**src/rtl/yuv_pkg.sv**
```systemverilog
// Shared Y'UV pixel/word layouts and helpers for the 444<->422 stream converters.
// Holds the 444 pixel and 422 word typedefs, byte-lane indices, keep masks,
// the packer state encoding and the rounded chroma mean.
package yuv_pkg;

  localparam int unsigned PX_WIDTH   = 32;
  localparam int unsigned WORD_WIDTH = 32;
  localparam int unsigned PAIR_WIDTH = 2 * PX_WIDTH;

  // Byte lanes inside one 32-bit 444 pixel.
  localparam int unsigned LANE_V = 0;
  localparam int unsigned LANE_U = 1;
  localparam int unsigned LANE_Y = 2;

  // Byte lanes inside one 32-bit 422 word.
  localparam int unsigned WLANE_Y0 = 0;
  localparam int unsigned WLANE_U  = 1;
  localparam int unsigned WLANE_Y1 = 2;
  localparam int unsigned WLANE_V  = 3;

  localparam logic [7:0] KEEP_FULL = 8'hFF;
  localparam logic [7:0] KEEP_TAIL = 8'h0F;

  typedef struct packed {
    logic [7:0] pad;
    logic [7:0] y;
    logic [7:0] u;
    logic [7:0] v;
  } yuv444_px_t;

  typedef struct packed {
    logic [7:0] v;
    logic [7:0] y1;
    logic [7:0] u;
    logic [7:0] y0;
  } yuv422_word_t;

  typedef enum logic {
    ST_EMPTY = 1'b0,
    ST_HALF  = 1'b1
  } pack_state_e;

  // Rounded mean, round-half-up; 9-bit sum so 0xFF+0xFF stays 0xFF.
  function automatic logic [7:0] chroma_avg(input logic [7:0] a, input logic [7:0] b);
    logic [8:0] sum;
    sum = 9'(a) + 9'(b) + 9'd1;
    return sum[8:1];
  endfunction

endpackage

```
**src/rtl/nasti_stream_channel.sv**
```systemverilog
// NASTI stream channel bundle: data/keep/strb/last/user/dest/id with valid/ready.
// master drives payload+valid and samples ready; slave is the mirror.
interface nasti_stream_channel #(
  parameter int unsigned DATA_WIDTH = 64,
  parameter int unsigned USER_WIDTH = 1,
  parameter int unsigned DEST_WIDTH = 1,
  parameter int unsigned ID_WIDTH   = 1
);
  logic [DATA_WIDTH-1:0]   t_data;
  logic [DATA_WIDTH/8-1:0] t_keep;
  logic [DATA_WIDTH/8-1:0] t_strb;
  logic                    t_last;
  logic [USER_WIDTH-1:0]   t_user;
  logic [DEST_WIDTH-1:0]   t_dest;
  logic [ID_WIDTH-1:0]     t_id;
  logic                    t_valid;
  logic                    t_ready;

  modport master (
    output t_data, t_keep, t_strb, t_last, t_user, t_dest, t_id, t_valid,
    input  t_ready
  );

  modport slave (
    input  t_data, t_keep, t_strb, t_last, t_user, t_dest, t_id, t_valid,
    output t_ready
  );
endinterface

```
**src/rtl/yuv444_pair_reduce.sv**
```systemverilog
// Combinational reduction of one 444 pixel pair to one packed 422 word.
// Ports:
//   pair_i  64-bit beat, pixel 0 in [31:0], pixel 1 in [63:32] (V,U,Y,pad per pixel)
//   word_c  422 word {V, Y1, U, Y0}
// AVERAGE=1 takes the rounded mean of both chroma samples, AVERAGE=0 keeps pixel 0's.
module yuv444_pair_reduce
  import yuv_pkg::*;
#(
  parameter bit AVERAGE = 1'b1
) (
  input  logic [PAIR_WIDTH-1:0] pair_i,
  output yuv422_word_t          word_c
);

  yuv444_px_t px0;
  yuv444_px_t px1;
  logic       unused_bits;

  assign px0 = yuv444_px_t'(pair_i[PX_WIDTH-1:0]);
  assign px1 = yuv444_px_t'(pair_i[PAIR_WIDTH-1:PX_WIDTH]);

  // Pad bytes never reach the output; pixel-1 chroma is dropped when not averaging.
  assign unused_bits = ^{px0.pad, px1.pad, px1.u, px1.v};

  always_comb begin
    word_c    = '0;
    word_c.y0 = px0.y;
    word_c.y1 = px1.y;
    if (AVERAGE) begin
      word_c.u = chroma_avg(px0.u, px1.u);
      word_c.v = chroma_avg(px0.v, px1.v);
    end else begin
      word_c.u = px0.u;
      word_c.v = px0.v;
    end
  end

endmodule

```
**src/rtl/yuv444to422_packer.sv**
```systemverilog
// Y'UV444 -> Y'UV422 stream packer: two 444 pixels per input beat become one
// 422 word, and two words fill one 64-bit output beat. An odd word ending a
// packet goes out alone in the low half with keep/strb = 8'h0F.
// Ports:
//   aclk, aresetn  clock, async active-low reset
//   src            444 input stream (slave)
//   dst            422 output stream (master), registered payload and valid
module yuv444to422_packer
  import yuv_pkg::*;
#(
  parameter int unsigned DATA_WIDTH = 64,
  parameter int unsigned USER_WIDTH = 1,
  parameter int unsigned DEST_WIDTH = 1,
  parameter bit          AVERAGE    = 1'b1
) (
  input logic                 aclk,
  input logic                 aresetn,
  nasti_stream_channel.slave  src,
  nasti_stream_channel.master dst
);

  localparam int unsigned KEEP_WIDTH = DATA_WIDTH / 8;
  localparam int unsigned HALF_WIDTH = DATA_WIDTH / 2;

  if (DATA_WIDTH != 64) begin : g_bad_width
    $error("yuv444to422_packer: only DATA_WIDTH=64 is supported");
  end

  pack_state_e             state_q, state_d;
  logic [HALF_WIDTH-1:0]   half_q, half_d;
  logic                    valid_q, valid_d;
  logic [DATA_WIDTH-1:0]   data_q, data_d;
  logic [KEEP_WIDTH-1:0]   keep_q, keep_d;
  logic [KEEP_WIDTH-1:0]   strb_q, strb_d;
  logic                    last_q, last_d;
  logic [USER_WIDTH-1:0]   user_q, user_d;
  logic [DEST_WIDTH-1:0]   dest_q, dest_d;

  yuv422_word_t word_c;
  logic         src_ready_c;
  logic         accept_c;
  logic         unused_src_id;

  yuv444_pair_reduce #(
    .AVERAGE (AVERAGE)
  ) u_reduce (
    .pair_i (src.t_data),
    .word_c (word_c)
  );

  // Ready depends only on the output register, never on src.t_valid.
  assign src_ready_c   = !valid_q || dst.t_ready;
  assign accept_c      = src.t_valid && src_ready_c;
  assign src.t_ready   = src_ready_c;
  assign unused_src_id = ^src.t_id;

  assign dst.t_valid = valid_q;
  assign dst.t_data  = data_q;
  assign dst.t_keep  = keep_q;
  assign dst.t_strb  = strb_q;
  assign dst.t_last  = last_q;
  assign dst.t_user  = user_q;
  assign dst.t_dest  = dest_q;
  assign dst.t_id    = '0;

  // Partial-lane input is flagged but still processed as a full beat.
  always @(posedge aclk) begin
    if (aresetn && accept_c) begin
      assert (&src.t_keep && &src.t_strb)
        else $error("yuv444to422_packer: src t_keep/t_strb not all-ones (keep=%h strb=%h)",
                    src.t_keep, src.t_strb);
    end
  end

  // Pairing FSM and output register load/clear.
  always_comb begin
    state_d = state_q;
    half_d  = half_q;
    valid_d = valid_q;
    data_d  = data_q;
    keep_d  = keep_q;
    strb_d  = strb_q;
    last_d  = last_q;
    user_d  = user_q;
    dest_d  = dest_q;

    if (valid_q && dst.t_ready) begin
      valid_d = 1'b0;
    end

    if (accept_c) begin
      unique case (state_q)
        ST_EMPTY: begin
          if (src.t_last) begin
            valid_d = 1'b1;
            data_d  = {{HALF_WIDTH{1'b0}}, word_c};
            keep_d  = KEEP_TAIL;
            strb_d  = KEEP_TAIL;
            last_d  = 1'b1;
            user_d  = src.t_user;
            dest_d  = src.t_dest;
          end else begin
            half_d  = word_c;
            state_d = ST_HALF;
          end
        end
        ST_HALF: begin
          valid_d = 1'b1;
          data_d  = {word_c, half_q};
          keep_d  = KEEP_FULL;
          strb_d  = KEEP_FULL;
          last_d  = src.t_last;
          user_d  = src.t_user;
          dest_d  = src.t_dest;
          state_d = ST_EMPTY;
        end
        default: state_d = ST_EMPTY;
      endcase
    end
  end

  always_ff @(posedge aclk or negedge aresetn) begin
    if (!aresetn) begin
      state_q <= ST_EMPTY;
      half_q  <= '0;
      valid_q <= 1'b0;
      data_q  <= '0;
      keep_q  <= '0;
      strb_q  <= '0;
      last_q  <= 1'b0;
      user_q  <= '0;
      dest_q  <= '0;
    end else begin
      state_q <= state_d;
      half_q  <= half_d;
      valid_q <= valid_d;
      data_q  <= data_d;
      keep_q  <= keep_d;
      strb_q  <= strb_d;
      last_q  <= last_d;
      user_q  <= user_d;
      dest_q  <= dest_d;
    end
  end

endmodule

```
**src/flat_wrapper.sv**
```systemverilog
// flat-port wrapper written by rule: the top's interface ports become plain ports
module yuv444to422_packer_flat import yuv_pkg::*;
#(
  parameter int unsigned DATA_WIDTH = 64,
  parameter int unsigned USER_WIDTH = 1,
  parameter int unsigned DEST_WIDTH = 1,
  parameter bit          AVERAGE    = 1'b1
)
  (aclk, aresetn, src_t_data, src_t_keep, src_t_strb, src_t_last, src_t_user, src_t_dest, src_t_id, src_t_valid, src_t_ready, dst_t_data, dst_t_keep, dst_t_strb, dst_t_last, dst_t_user, dst_t_dest, dst_t_id, dst_t_valid, dst_t_ready);
  nasti_stream_channel #(.DATA_WIDTH(DATA_WIDTH), .USER_WIDTH(USER_WIDTH), .DEST_WIDTH(DEST_WIDTH)) src_i ();
  nasti_stream_channel #(.DATA_WIDTH(DATA_WIDTH), .USER_WIDTH(USER_WIDTH), .DEST_WIDTH(DEST_WIDTH)) dst_i ();
  input logic aclk;
  input logic aresetn;
  input wire logic [$bits(src_i.t_data)-1:0] src_t_data;
  input wire logic [$bits(src_i.t_keep)-1:0] src_t_keep;
  input wire logic [$bits(src_i.t_strb)-1:0] src_t_strb;
  input wire logic [$bits(src_i.t_last)-1:0] src_t_last;
  input wire logic [$bits(src_i.t_user)-1:0] src_t_user;
  input wire logic [$bits(src_i.t_dest)-1:0] src_t_dest;
  input wire logic [$bits(src_i.t_id)-1:0] src_t_id;
  input wire logic [$bits(src_i.t_valid)-1:0] src_t_valid;
  output wire logic [$bits(src_i.t_ready)-1:0] src_t_ready;
  output wire logic [$bits(dst_i.t_data)-1:0] dst_t_data;
  output wire logic [$bits(dst_i.t_keep)-1:0] dst_t_keep;
  output wire logic [$bits(dst_i.t_strb)-1:0] dst_t_strb;
  output wire logic [$bits(dst_i.t_last)-1:0] dst_t_last;
  output wire logic [$bits(dst_i.t_user)-1:0] dst_t_user;
  output wire logic [$bits(dst_i.t_dest)-1:0] dst_t_dest;
  output wire logic [$bits(dst_i.t_id)-1:0] dst_t_id;
  output wire logic [$bits(dst_i.t_valid)-1:0] dst_t_valid;
  input wire logic [$bits(dst_i.t_ready)-1:0] dst_t_ready;
  assign src_i.t_data = src_t_data;
  assign src_i.t_keep = src_t_keep;
  assign src_i.t_strb = src_t_strb;
  assign src_i.t_last = src_t_last;
  assign src_i.t_user = src_t_user;
  assign src_i.t_dest = src_t_dest;
  assign src_i.t_id = src_t_id;
  assign src_i.t_valid = src_t_valid;
  assign src_t_ready = src_i.t_ready;
  assign dst_t_data = dst_i.t_data;
  assign dst_t_keep = dst_i.t_keep;
  assign dst_t_strb = dst_i.t_strb;
  assign dst_t_last = dst_i.t_last;
  assign dst_t_user = dst_i.t_user;
  assign dst_t_dest = dst_i.t_dest;
  assign dst_t_id = dst_i.t_id;
  assign dst_t_valid = dst_i.t_valid;
  assign dst_i.t_ready = dst_t_ready;
  yuv444to422_packer #(.DATA_WIDTH(DATA_WIDTH), .USER_WIDTH(USER_WIDTH), .DEST_WIDTH(DEST_WIDTH), .AVERAGE(AVERAGE)) u_core (.aclk(aclk), .aresetn(aresetn), .src(src_i), .dst(dst_i));
endmodule
```
**config.mk**
```make
export PLATFORM = sky130hd
export DESIGN_NAME = yuv444to422_packer_flat
export DESIGN_NICKNAME = d
export VERILOG_FILES = /design/src/rtl/yuv_pkg.sv /design/src/rtl/nasti_stream_channel.sv /design/src/rtl/yuv444_pair_reduce.sv /design/src/rtl/yuv444to422_packer.sv /design/src/flat_wrapper.sv
export SDC_FILE = /design/constraint.sdc
export NUM_CORES = 1
export LEC_CHECK = 0
export BUFFER_PORTS_ARGS = -buffer_cell sky130_fd_sc_hd__buf_2
export CORE_ASPECT_RATIO = 1.5
export CORE_MARGIN = 4
export CORE_UTILIZATION = 50
export DETAILED_ROUTE_END_ITERATION = 6
export GPL_TIMING_DRIVEN = 0
export MAX_ROUTING_LAYER = met4
export PLACE_DENSITY_LB_ADDON = 0.15
export SYNTH_ARGS = -nofsm -noshare
export SYNTH_HDL_FRONTEND = slang
export SYNTH_HIERARCHICAL = 1
export SYNTH_SLANG_ARGS = --single-unit
```
**constraint.sdc**
```tcl
create_clock -name aclk -period 1.75 [get_ports aclk]
set_input_delay 0.4375 -clock aclk [delete_from_list [all_inputs] [get_ports aclk]]
set_output_delay 0.4375 -clock aclk [all_outputs]
set_load 0.005 [all_outputs]
```
==> run_results.csv, run 1 <==
group,metric,value,unit
outcome,status,"complete, but fails checks",
outcome,violated_checks,"negative setup slack",
grt,grt_pass1_wl,19.0,mm
grt,antenna_found_initial,0,
yosys,postSynthAreaPerCell,13.4,sq um
final_layout,seqCellArea,2580,sq um
floorplanning,die_y,131,um
worst_setup_path,r2r_start,"u_core/state_q",
yosys,yosysTopAreaCell,"sky130_fd_sc_hd__dfrtp_1",
worst_setup_path,startpoint,"src_t_data[0]",
clock_tree,cts_tree,"done",
grt,grt_start_max_net_pins,60,
yosys,yosys.area.top_type_share,0.509,
route,dr_drc_count,0,
yosys,synth_seq_cells,103,
clock_tree,clock_latency,0.34,ns
floorplanning,die-width,90.2,um
worst_setup_path,critical_path.cell_chain,"buf_6 -> or2_4 -> fa_2 -> a21oi_4 -> o21bai_1 -> xor2_1 -> mux2_4 -> mux2_4",
worst_setup_path,critPathTopFamily,"multiplexers",
timing,final.setup.worst_slack,-0.161,ns
floorplanning,design.core.area,9800,sq um
placed_design,post-dp-hpwl,8.20,mm
yosys,synth_nets,483,
yosys,yosys_most_used_dff,"sky130_fd_sc_hd__dfrtp_1",
grt,grt_use_total,0.202,
route,drt-wirelength-per-cell,17.4,um
clock_tree,ctsHtreeMaxLevel,3,
worst_setup_path,cpMaxStageDelayCell,"sky130_fd_sc_hd__fa_2",
timing,max_freq,523,MHz
placed_design,global_placer_s_final_weighted_congestion,0.815,
min_path,holdCritPathClass,"in2async",
route,route.detailed.vias_per_inst,5.41,
grt,global_route.overflow_total,0,
placed_design,portBuffers,123,
route,remaining_antenna_violation_count_after_routing,0,
clock_tree,ctsRootBufferMaster,"sky130_fd_sc_hd__clkbuf_16",
timing,final_max_slew_viol_count,0,
pwr,p_leak,0.00322,uW
pwr,powerDensity,1330,nW/um^2
worst_setup_path,path_common_cell,"sky130_fd_sc_hd__mux2_4",
final_layout,antenna_cells,0,
final_layout,multi_input_comb_area,2350,sq um
route,detail_route.iter0.violations,85,
route,postRouteWirelength,11.4,mm
worst_setup_path,worstSetupPathType,"in2reg",
yosys,synth_top_cells_by_area,"sky130_fd_sc_hd__dfrtp_1 (51%), sky130_fd_sc_hd__mux2_2 (21%), sky130_fd_sc_hd__a22o_1 (5.5%)",
placed_design,detailed_place.area,5970,sq um
clock_tree,cts.sinks,103,
worst_setup_path,worst_setup_path_end_kind,"flip-flop",
timing,min_period_over_period,1.09,
yosys,synth_seq_area_share,0.509,
clock_tree,cts_made_buffers,9,
worst_setup_path,startpoint_type,"primary input",
timing,timing_hold_violations_final,0,
pwr,ir_drop,0.689,mV
final_layout,finish.net_count,637,
yosys,synthesis.area,5070,sq um
yosys,synthesized_instance_count,379,
yosys,ys_async_sr_fraction,1.00,
floorplanning,initial_utilization,0.517,
yosys,synth_edf_count,0,
timing,worst-slew-pin-transition,0.586,ns
worst_setup_path,reg2reg_to,"u_core/dst.t_data[10]",
clock_tree,clkTransAtPathRegs,0.07,ns
timing,worst_clock_skew,0.00766,ns
worst_setup_path,setup.reg_to_reg.worst_slack,0.17,ns
worst_setup_path,critical_path.n_buffers_inverters,1,
final_layout,area_growth_syn_to_layout,31.3,%
floorplanning,fp-row-count,44,
grt,first_global_vias,3931,
yosys,yosys_warnings,6,
clock_tree,cts.path.max_buffers,2,
timing,max_slew_margin,0.609,
final_layout,num-fill-cells,736,
worst_setup_path,cp_data_required_time,1.97,ns
worst_setup_path,cp_slowest_stage_delay,0.37,ns
worst_setup_path,worst-path-max-fanout,2,
yosys,synth.lib_cells_used.distinct,40,
timing,hold_slack,0.0944,ns
route,num_vias,3530,
floorplanning,die-area,11800,sq um
final_layout,fraction_of_final_layout_cells_with_drive_strength_greater_than_1,0.638,
timing,grt_setup_unrepaired,"true",
worst_setup_path,critical_path_arrival,2.13,ns
route,detailedRoute.firstPassIterationCount,4,
floorplanning,design.portCount,174,
timing,fin_crit,1.91,ns
run,drv_cap,0,
final_layout,stdcell_area,6650,sq um
placed_design,dpl_worst_slack,-0.629,ns
worst_setup_path,rr_worst_depth,5,
timing,setup_violations,14,
-- area by class of cell --
type | instances | area share
buffer | 50 | 0.0542
timing repair buffer | 143 | 0.130
tap | 115 | 0.0216
clock inverter | 4 | 0.00809
sequential | 103 | 0.387
clock buffer | 12 | 0.0386
multi-input combinational | 217 | 0.354
inverter | 9 | 0.00583
-- cells by family (layout without fill, tap and decap cells) --
| family | count (synthesis) | after routing | synth area share |
|---|---|---|---|
| adders and majority gates | 16 | 16 | 0.0425 |
| buffers and inverters | 59 | 218 | 0.0778 |
| and+or+nand+nor | 31 | 31 | 0.0378 |
| DFF | 103 | 103 | 0.509 |
| xor gates and xnor gates | 6 | 6 | 0.0104 |
| muxes | 98 | 98 | 0.218 |
| AOI/OAI and AO/OA | 65 | 65 | 0.105 |
| other | 1 | 1 | 0.000740 |
-- worst register-to-register path, delay by kind of cell (launching register included) --
kind	cells	cell delay [ns]
buffers and inverters	2	0.41
multiplexers	1	0.36
flip-flops	1	0.35
AND/OR/NAND/NOR	2	0.34
-- synthesized netlist by cell type, types with 4 or more instances --
master	count
sky130_fd_sc_hd__inv_1	9
sky130_fd_sc_hd__a21oi_1	7
sky130_fd_sc_hd__buf_2	9
sky130_fd_sc_hd__dfrtp_1	103
sky130_fd_sc_hd__buf_4	35
sky130_fd_sc_hd__buf_6	4
sky130_fd_sc_hd__a311o_1	4
sky130_fd_sc_hd__nand2b_1	4
sky130_fd_sc_hd__mux2_2	96
sky130_fd_sc_hd__a22o_1	32
sky130_fd_sc_hd__a21o_1	5
sky130_fd_sc_hd__nand3_1	5
sky130_fd_sc_hd__xor2_1	4
sky130_fd_sc_hd__ha_1	14
-- sequential cells by signal (all words and copies together) (netlist names) --
register            cells
u_core/dst.t_strb       2
u_core/dst.t_dest       1
u_core/dst.t_user       1
u_core/dst.t_valid      1
u_core/half_q          32
u_core/dst.t_data      64
u_core/state_q          1
u_core/dst.t_last       1
-- how the worst max path moves through the flow --
stage / slack [ns] / end / cells after the start
floorplan: -0.34 / u_core/dst.t_data[13] / 7
global placement: -0.84 / u_core/dst.t_data[55] / 1
detailed placement: -0.63 / u_core/dst.t_data[13] / 8
CTS: -0.18 / u_core/dst.t_data[31] / 8
global route: -0.19 / u_core/dst.t_data[27] / 8
finish: -0.16 / u_core/dst.t_data[27] / 8
-- through the flow --
| step | setup TNS (ns) | util | total power [uW] | instances |
|---|---|---|---|---|
| floorplan | -3.36 | - | 5430 | 379 |
| global placement | -95.96 | 0.606 | 6470 | 617 |
| detailed placement | -11.30 | 0.610 | 6600 | 618 |
| CTS | -1.18 | 0.663 | 8820 | 648 |
| global route | -1.87 | 0.679 | 9380 | 653 |
| finish | -1.38 | 0.679 | 8840 | 653 |
-- metal layers --
layer / global-route usage / vias to the layer above / routed length [um]
met5: - / - / 0
met4: 0.0528 / 0 / 165
met3: 0.0441 / 11 / 490
met2: 0.364 / 91 / 6130
met1: 0.224 / 1779 / 4580
li1: - / 1649 / -
-- layout by cell type, fill, tap and decap left out, types with 2 or more instances in the layout --
cell type,netlist,final
sky130_fd_sc_hd__a21o_1,5,5
sky130_fd_sc_hd__a21oi_1,7,2
sky130_fd_sc_hd__a21oi_2,3,7
sky130_fd_sc_hd__a22o_1,32,32
sky130_fd_sc_hd__a311o_1,4,4
sky130_fd_sc_hd__and3_1,2,2
sky130_fd_sc_hd__buf_2,9,119
sky130_fd_sc_hd__buf_4,35,54
sky130_fd_sc_hd__buf_6,4,17
sky130_fd_sc_hd__clkbuf_1,2,3
sky130_fd_sc_hd__clkbuf_16,0,9
sky130_fd_sc_hd__clkbuf_8,0,2
sky130_fd_sc_hd__clkinvlp_4,0,2
sky130_fd_sc_hd__dfrtp_1,103,103
sky130_fd_sc_hd__fa_2,0,2
sky130_fd_sc_hd__ha_1,14,5
sky130_fd_sc_hd__ha_4,0,8
sky130_fd_sc_hd__inv_1,9,7
sky130_fd_sc_hd__inv_4,0,2
sky130_fd_sc_hd__mux2_2,96,80
sky130_fd_sc_hd__mux2_4,0,17
sky130_fd_sc_hd__nand2_1,3,3
sky130_fd_sc_hd__nand2b_1,4,4
sky130_fd_sc_hd__nand3_1,5,5
sky130_fd_sc_hd__nand4_1,2,2
sky130_fd_sc_hd__nor2_1,2,2
sky130_fd_sc_hd__nor2b_1,2,2
sky130_fd_sc_hd__nor3_1,2,2
sky130_fd_sc_hd__o211ai_1,3,3
sky130_fd_sc_hd__o21a_2,0,2
sky130_fd_sc_hd__o21ai_2,0,2
sky130_fd_sc_hd__o21bai_1,2,2
sky130_fd_sc_hd__o221a_2,2,2
sky130_fd_sc_hd__or2_4,0,2
sky130_fd_sc_hd__xnor2_2,0,2
sky130_fd_sc_hd__xor2_1,4,2
sky130_fd_sc_hd__xor2_2,0,2
-- where the power goes --
group          leakage, uW  total, uW  switching, uW  internal [uW]
Clock             0.000145       2040            846           1190
Combinational      0.00183       3040           1170           1870
Sequential         0.00125       3760            470           3290
Total              0.00322       8840           2490           6350
-- timing repair --
item                                    in CTS  in global routing
hold endpoints to repair                     0                  0
cloned                                       0                  0
hold buffers                                 0                  0
endpoints found under the setup margin      11                 16
pin swaps                                   29                 11
buffers inserted                            14                  6
resized for setup                           21                 26
No activity file was read; power rests on OpenSTA's default activity.
==> run 2: changes to the inputs <==
--- a/config.mk
+++ b/config.mk
@@ -5,10 +5,10 @@
 export SDC_FILE = /design/constraint.sdc
 export NUM_CORES = 1
 export LEC_CHECK = 0
-export BUFFER_PORTS_ARGS = -buffer_cell sky130_fd_sc_hd__buf_2
+export BUFFER_PORTS_ARGS = -buffer_cell sky130_fd_sc_hd__clkbuf_2
 export CORE_ASPECT_RATIO = 1.5
 export CORE_MARGIN = 4
-export CORE_UTILIZATION = 50
+export CORE_UTILIZATION = 40
 export DETAILED_ROUTE_END_ITERATION = 6
 export GPL_TIMING_DRIVEN = 0
 export MAX_ROUTING_LAYER = met4
@@ -17,3 +17,4 @@
 export SYNTH_HDL_FRONTEND = slang
 export SYNTH_HIERARCHICAL = 1
 export SYNTH_SLANG_ARGS = --single-unit
+export TNS_END_PERCENT = 50
==> run_results.csv, run 2 (synthesized netlist as in run 1, its figures left out) <==
group,metric,value,unit
worst_setup_path,path_common_cell,"sky130_fd_sc_hd__mux2_4",
worst_setup_path,rr_worst_depth,5,
worst_setup_path,critical_path.cell_chain,"buf_6 -> or2_4 -> fa_2 -> a21oi_2 -> o21a_2 -> xnor2_2 -> mux2_4 -> mux2_4",
worst_setup_path,r2r_start,"u_core/state_q",
timing,final.setup.worst_slack,-0.182,ns
pwr,swShare,0.286,
clock_tree,cts.path.max_buffers,2,
pwr,p_leak,0.00311,uW
final_layout,largest_register_ff_count,64,
clock_tree,clkTransAtPathRegs,0.07,ns
worst_setup_path,critical_path.n_buffers_inverters,1,
timing,max_freq,517,MHz
final_layout,antenna_cells,0,
floorplanning,die-width,99.9,um
placed_design,global_placer_s_final_weighted_congestion,0.797,
clock_tree,cts_made_buffers,9,
final_layout,num-fill-cells,1119,
timing,final_max_slew_viol_count,0,
pwr,total_switching_power,2460,uW
clock_tree,ctsHtreeMaxLevel,3,
route,drt-wirelength-per-cell,16.6,um
route,dr_wl_met3,555,um
clock_tree,ctsRootBufferMaster,"sky130_fd_sc_hd__clkbuf_16",
final_layout,fraction_of_final_layout_cells_with_drive_strength_greater_than_1,0.613,
route,detailroute.wirelength.met2,5.94,mm
route,remaining_antenna_violation_count_after_routing,0,
route,route.detailed.vias_per_inst,5.05,
run,drv_cap,0,
route,detail_route.wirelength.met1,4.74,mm
floorplanning,design.portCount,174,
outcome,violated_checks,"negative setup slack",
clock_tree,cts_tree,"done",
worst_setup_path,cp_slowest_stage_delay,0.35,ns
pwr,pwr-share-seq,0.437,
pwr,ir_drop,0.496,mV
worst_setup_path,worstSetupPathType,"in2reg",
clock_tree,cts.sinks,103,
pwr,combinationalPowerShare,0.334,
route,detailedRoute.firstPassIterationCount,6,
placed_design,portBuffers,123,
worst_setup_path,endpoint_of_the_most_critical_setup_path,"u_core/dst.t_data[13]",
floorplanning,design.core.area,12400,sq um
route,detail_route.iter0.violations,85,
final_layout,most_frequent_cells_in_the_layout,"sky130_fd_sc_hd__clkbuf_2 (121), sky130_fd_sc_hd__dfrtp_1 (103), sky130_fd_sc_hd__mux2_2 (93)",
final_layout,finish.net_count,631,
worst_setup_path,startpoint,"src_t_data[40]",
timing,fin_crit,1.93,ns
worst_setup_path,reg2reg_to,"u_core/dst.t_data[11]",
worst_setup_path,setup.reg_to_reg.worst_slack,0.16,ns
pwr,report.power.total,8580,uW
timing,worst-slew-pin-transition,0.743,ns
timing,hold_slack,0.176,ns
pwr,power.share.clock,0.229,
placed_design,dpl_worst_slack,-0.617,ns
timing,setup_violations,17,
final_layout,layout.cells.most_common,"sky130_fd_sc_hd__clkbuf_2",
worst_setup_path,worst_setup_path_end_kind,"flip-flop",
floorplanning,die-area,14600,sq um
outcome,status,"complete, but fails checks",
worst_setup_path,critical_path_arrival,2.16,ns
floorplanning,die_y,146,um
grt,grt_start_max_net_pins,54,
pwr,cellInternalPower,6120,uW
timing,grt_setup_unrepaired,"true",
worst_setup_path,cp_data_required_time,1.98,ns
grt,antenna_found_initial,0,
worst_setup_path,path_depth,8,
placed_design,placedCellCount,659,
timing,worst_clock_skew,0.00773,ns
worst_setup_path,critPathTopFamily,"multiplexers",
final_layout,area_growth_syn_to_layout,27.2,%
pwr,powerDensity,1330,nW/um^2
grt,first_global_vias,3671,
timing,min_period_over_period,1.10,
min_path,holdCritPathClass,"in2async",
timing,timing_hold_violations_final,0,
placed_design,post-dp-hpwl,8.57,mm
floorplanning,initial_utilization,0.407,
timing,max_slew_margin,0.505,
grt,grt_pass1_wl,18.6,mm
route,num_vias,3476,
floorplanning,fp-row-count,50,
final_layout,final_cells,688,
worst_setup_path,startpoint_type,"primary input",
grt,global_route.overflow_total,0,
worst_setup_path,worst-path-max-fanout,2,
clock_tree,clock_latency,0.34,ns
route,route.top_layer_used,"met4",
grt,grt_use_total,0.166,
worst_setup_path,cpMaxStageDelayCell,"sky130_fd_sc_hd__fa_2",
route,postRouteWirelength,11.4,mm
route,dr_drc_count,0,
==> run 2: cell types whose count changed in the layout (fill, tap and decap cells not counted), sizes merged <==
cell	before	now
clkinv	1	2
buf	191	63
clkbuf	14	135
==> run 2: worst register-to-register path: stages (launching register included) <==
cell                       delay, ns
sky130_fd_sc_hd__dfrtp_1        0.36
sky130_fd_sc_hd__buf_2          0.18
sky130_fd_sc_hd__nor2_2         0.16
sky130_fd_sc_hd__nand3b_4       0.19
sky130_fd_sc_hd__buf_4          0.23
sky130_fd_sc_hd__mux2_2         0.36
==> run 2: worst min path at each step <==
| stage | endpoint | slack, ns | cells after the start |
|---|---|---|---|
| final | u_core/dst.t_data[57] | 0.18 | 1 |
| after global routing | u_core/dst.t_data[57] | 0.24 | 1 |
| after CTS | u_core/dst.t_data[57] | 0.20 | 1 |
| after detailed placement | u_core/half_q[12] | 0.48 | 1 |
| after global placement | u_core/half_q[12] | 0.47 | 1 |
| after floorplan | u_core/dst.t_data[0] | 0.14 | 0 |
==> run 2: per-stage QoR <==
stage	setup TNS (ns)	utilization	instance area, sq um
after global placement	-126.67	0.482	5990
after detailed placement	-10.98	0.484	6020
after CTS	-1.13	0.512	6370
after global routing	-2.32	0.518	6450
after floorplan	-3.39	-	5180
final	-1.68	0.518	6450
==> run 2: area by class of cell <==
| cell class | count | area [sq um] | share of cell area |
|---|---|---|---|
| flip-flops and latches | 103 | 2580 | 0.400 |
| multi-input cells | 217 | 2240 | 0.347 |
| repair buffers | 137 | 749 | 0.116 |
| plain buffers | 50 | 360 | 0.0559 |
| clock buffers | 11 | 233 | 0.0361 |
| well taps | 156 | 195 | 0.0303 |
| clock inverters | 5 | 58.8 | 0.00912 |
| inverters | 9 | 33.8 | 0.00524 |
==> run 2: layer usage <==
metal | GRT usage | up-vias
met4 | 0.0513 | 0
met3 | 0.0326 | 8
met2 | 0.281 | 90
met5 | - | -
met1 | 0.197 | 1738
li1 | - | 1640
==> run 2: power by group through the flow <==
stage / sequential [uW] / clock [uW] / combinational [uW]
final: 3750 / 1970 / 2860
after global routing: 3860 / 2130 / 3150
after CTS: 3760 / 2030 / 2870
after detailed placement: 3800 / 0 / 2830
after global placement: 3770 / 0 / 2750
after floorplan: 3760 / 0 / 1670
==> run 2: repair_timing <==
item,4_1_cts,5_1_grt
cloned,0,0
pin swaps,10,10
hold buffers,0,0
endpoints found under the setup margin,9,16
resized for setup,3,5
setup buffers,6,7
==> run 3: changes to the inputs <==
--- a/config.mk
+++ b/config.mk
@@ -8,7 +8,7 @@
 export BUFFER_PORTS_ARGS = -buffer_cell sky130_fd_sc_hd__clkbuf_2
 export CORE_ASPECT_RATIO = 1.5
 export CORE_MARGIN = 4
-export CORE_UTILIZATION = 40
+export CORE_UTILIZATION = 47
 export DETAILED_ROUTE_END_ITERATION = 6
 export GPL_TIMING_DRIVEN = 0
 export MAX_ROUTING_LAYER = met4
==> run_results.csv, run 3 (synthesized netlist as in run 1, its figures left out) <==
group,metric,value,unit
grt,globalRouteMet2Util,0.328,
route,dr_drc_count,0,
timing,final_max_slew_viol_count,0,
floorplanning,die-area,12500,sq um
final_layout,layout.cells.most_common,"sky130_fd_sc_hd__clkbuf_2",
grt,grt_start_max_net_pins,66,
clock_tree,ctsRootBufferMaster,"sky130_fd_sc_hd__clkbuf_16",
route,detail_route.iter0.violations,76,
run,drv_cap,0,
pwr,ir_drop,0.831,mV
floorplanning,die-width,92.8,um
pwr,p_leak,0.00314,uW
grt,grt_pass1_wl,18.2,mm
timing,setup_violations,14,
final_layout,stdcell_area,6520,sq um
grt,gr-usage-met3,0.0345,
clock_tree,cts_made_buffers,9,
grt,grt_use_total,0.189,
placed_design,post-dp-hpwl,8.39,mm
timing,timing_hold_violations_final,0,
route,route.detailed.vias_per_inst,5.20,
timing,grt_setup_unrepaired,"true",
clock_tree,cts.sinks,103,
route,remaining_antenna_violation_count_after_routing,0,
clock_tree,ctsHtreeMaxLevel,3,
timing,min_period_over_period,1.09,
final_layout,antenna_cells,0,
final_layout,finish.net_count,632,
clock_tree,clock_latency,0.33,ns
worst_setup_path,cp_data_required_time,1.96,ns
floorplanning,fp-row-count,46,
final_layout,area_growth_syn_to_layout,28.6,%
route,postRouteWirelength,11.2,mm
final_layout,largest_register_ff_count,64,
outcome,violated_checks,"negative setup slack",
route,drt-wirelength-per-cell,16.6,um
worst_setup_path,worst-path-max-fanout,4,
timing,fin_crit,1.90,ns
floorplanning,design.portCount,174,
timing,max_slew_margin,0.617,
worst_setup_path,startpoint_type,"primary input",
placed_design,portBuffers,123,
route,num_vias,3515,
timing,worst_clock_skew,0.00657,ns
outcome,status,"complete, but fails checks",
floorplanning,design.core.area,10600,sq um
pwr,powerDensity,1320,nW/um^2
grt,use_met1,0.224,
placed_design,placedCellCount,647,
worst_setup_path,worst_setup_path_end_kind,"flip-flop",
timing,max_freq,526,MHz
clock_tree,cts_tree,"done",
grt,grt-busiest-layer,"met2",
floorplanning,initial_utilization,0.479,
floorplanning,die_y,135,um
timing,worst-slew-pin-transition,0.574,ns
placed_design,global_placer_s_final_weighted_congestion,0.791,
grt,antenna_found_initial,0,
timing,totalNegativeSetupSlack,-1.27,ns
clock_tree,cts.path.max_buffers,2,
min_path,holdCritPathClass,"in2async",
placed_design,detailed_place.area,6010,sq um
final_layout,final_cells,676,
pwr,report.power.total,8610,uW
timing,final.setup.worst_slack,-0.152,ns
final_layout,most_frequent_cells_in_the_layout,"sky130_fd_sc_hd__clkbuf_2 (118), sky130_fd_sc_hd__dfrtp_1 (103), sky130_fd_sc_hd__mux2_2 (92)",
final_layout,fraction_of_final_layout_cells_with_drive_strength_greater_than_1,0.632,
route,detailedRoute.firstPassIterationCount,5,
grt,first_global_vias,3592,
timing,hold_slack,0.131,ns
worst_setup_path,critical_path_arrival,2.11,ns
clock_tree,clkTransAtPathRegs,0.07,ns
worst_setup_path,worstSetupPathType,"in2reg",
grt,global_route.overflow_total,0,
## run 3: cell types whose count changed in the layout (fill, tap and decap cells not counted), sizes merged
cell | before | now
buf | 63 | 67
clkbuf | 135 | 130
clkinv | 2 | 5
clkinvlp | 2 | 0
## run 3: final cells by class
| type | count | area [sq um] |
|---|---|---|
| Buffer | 50 | 360 |
| Clock buffer | 9 | 225 |
| Sequential cell | 103 | 2580 |
| Fill cell | 909 | 4070 |
| Clock inverter | 6 | 62.6 |
| Timing Repair Buffer | 138 | 768 |
| Multi-Input combinational cell | 217 | 2310 |
| Tap cell | 144 | 180 |
| Inverter | 9 | 33.8 |
## run 3: power by group
group	internal [uW]	leakage [uW]	total (uW)	switching, uW
Clock	1100	0.000145	1920	823
Combinational	1760	0.00175	2930	1160
Sequential	3290	0.00125	3760	466
Total	6150	0.00314	8610	2450
## run 3: timing repair
action / CTS / global route
hold buffers: 0 / 0
buffers inserted: 7 / 7
gates resized for setup: 5 / 20
setup endpoints to repair: 10 / 18
endpoints found under the hold margin: 0 / 0
pin swaps: 14 / 7
## run 3: final timing paths
check,start,end,cells after the start,slack [ns]
setup / recovery,src_t_data[2],u_core/dst.t_data[28],8,-0.15
hold / removal,aresetn,u_core/dst.t_data[49],1,0.13
setup reg to reg,u_core/state_q,u_core/dst.t_data[19],4,0.17
hold reg to reg,u_core/half_q[8],u_core/half_q[8],1,0.49
max in group asynchronous,aresetn,u_core/half_q[5],2,0.91
min in group aclk,src_t_user,u_core/dst.t_user,2,0.34
## run 3: metrics by stage
| step | setup slack [ns] | utilization |
|---|---|---|
| 5_1_grt | -0.199 | 0.615 |
| 2_1_floorplan | -0.342 | - |
| 4_1_cts | -0.170 | 0.602 |
| 3_5_place_dp | -0.602 | 0.567 |
| 6_report | -0.152 | 0.615 |
| 3_3_place_gp | -1.11 | 0.565 |
## run 3: critical path: stages
cell and delay, ns:
sky130_fd_sc_hd__clkbuf_2 0.10, sky130_fd_sc_hd__ha_4 0.31, sky130_fd_sc_hd__o211ai_2 0.13, sky130_fd_sc_hd__a21oi_2 0.21
sky130_fd_sc_hd__nor4_1 0.07, sky130_fd_sc_hd__a311o_1 0.31, sky130_fd_sc_hd__mux2_4 0.28, sky130_fd_sc_hd__mux2_2 0.26
## run 3: layer usage
metal,vias to the layer above,wire length (um),part of all wire
met5,-,0,0
met4,0,109,0.0097
met3,7,532,0.047
met2,102,6150,0.55
met1,1761,4450,0.40
li1,1645,-,-
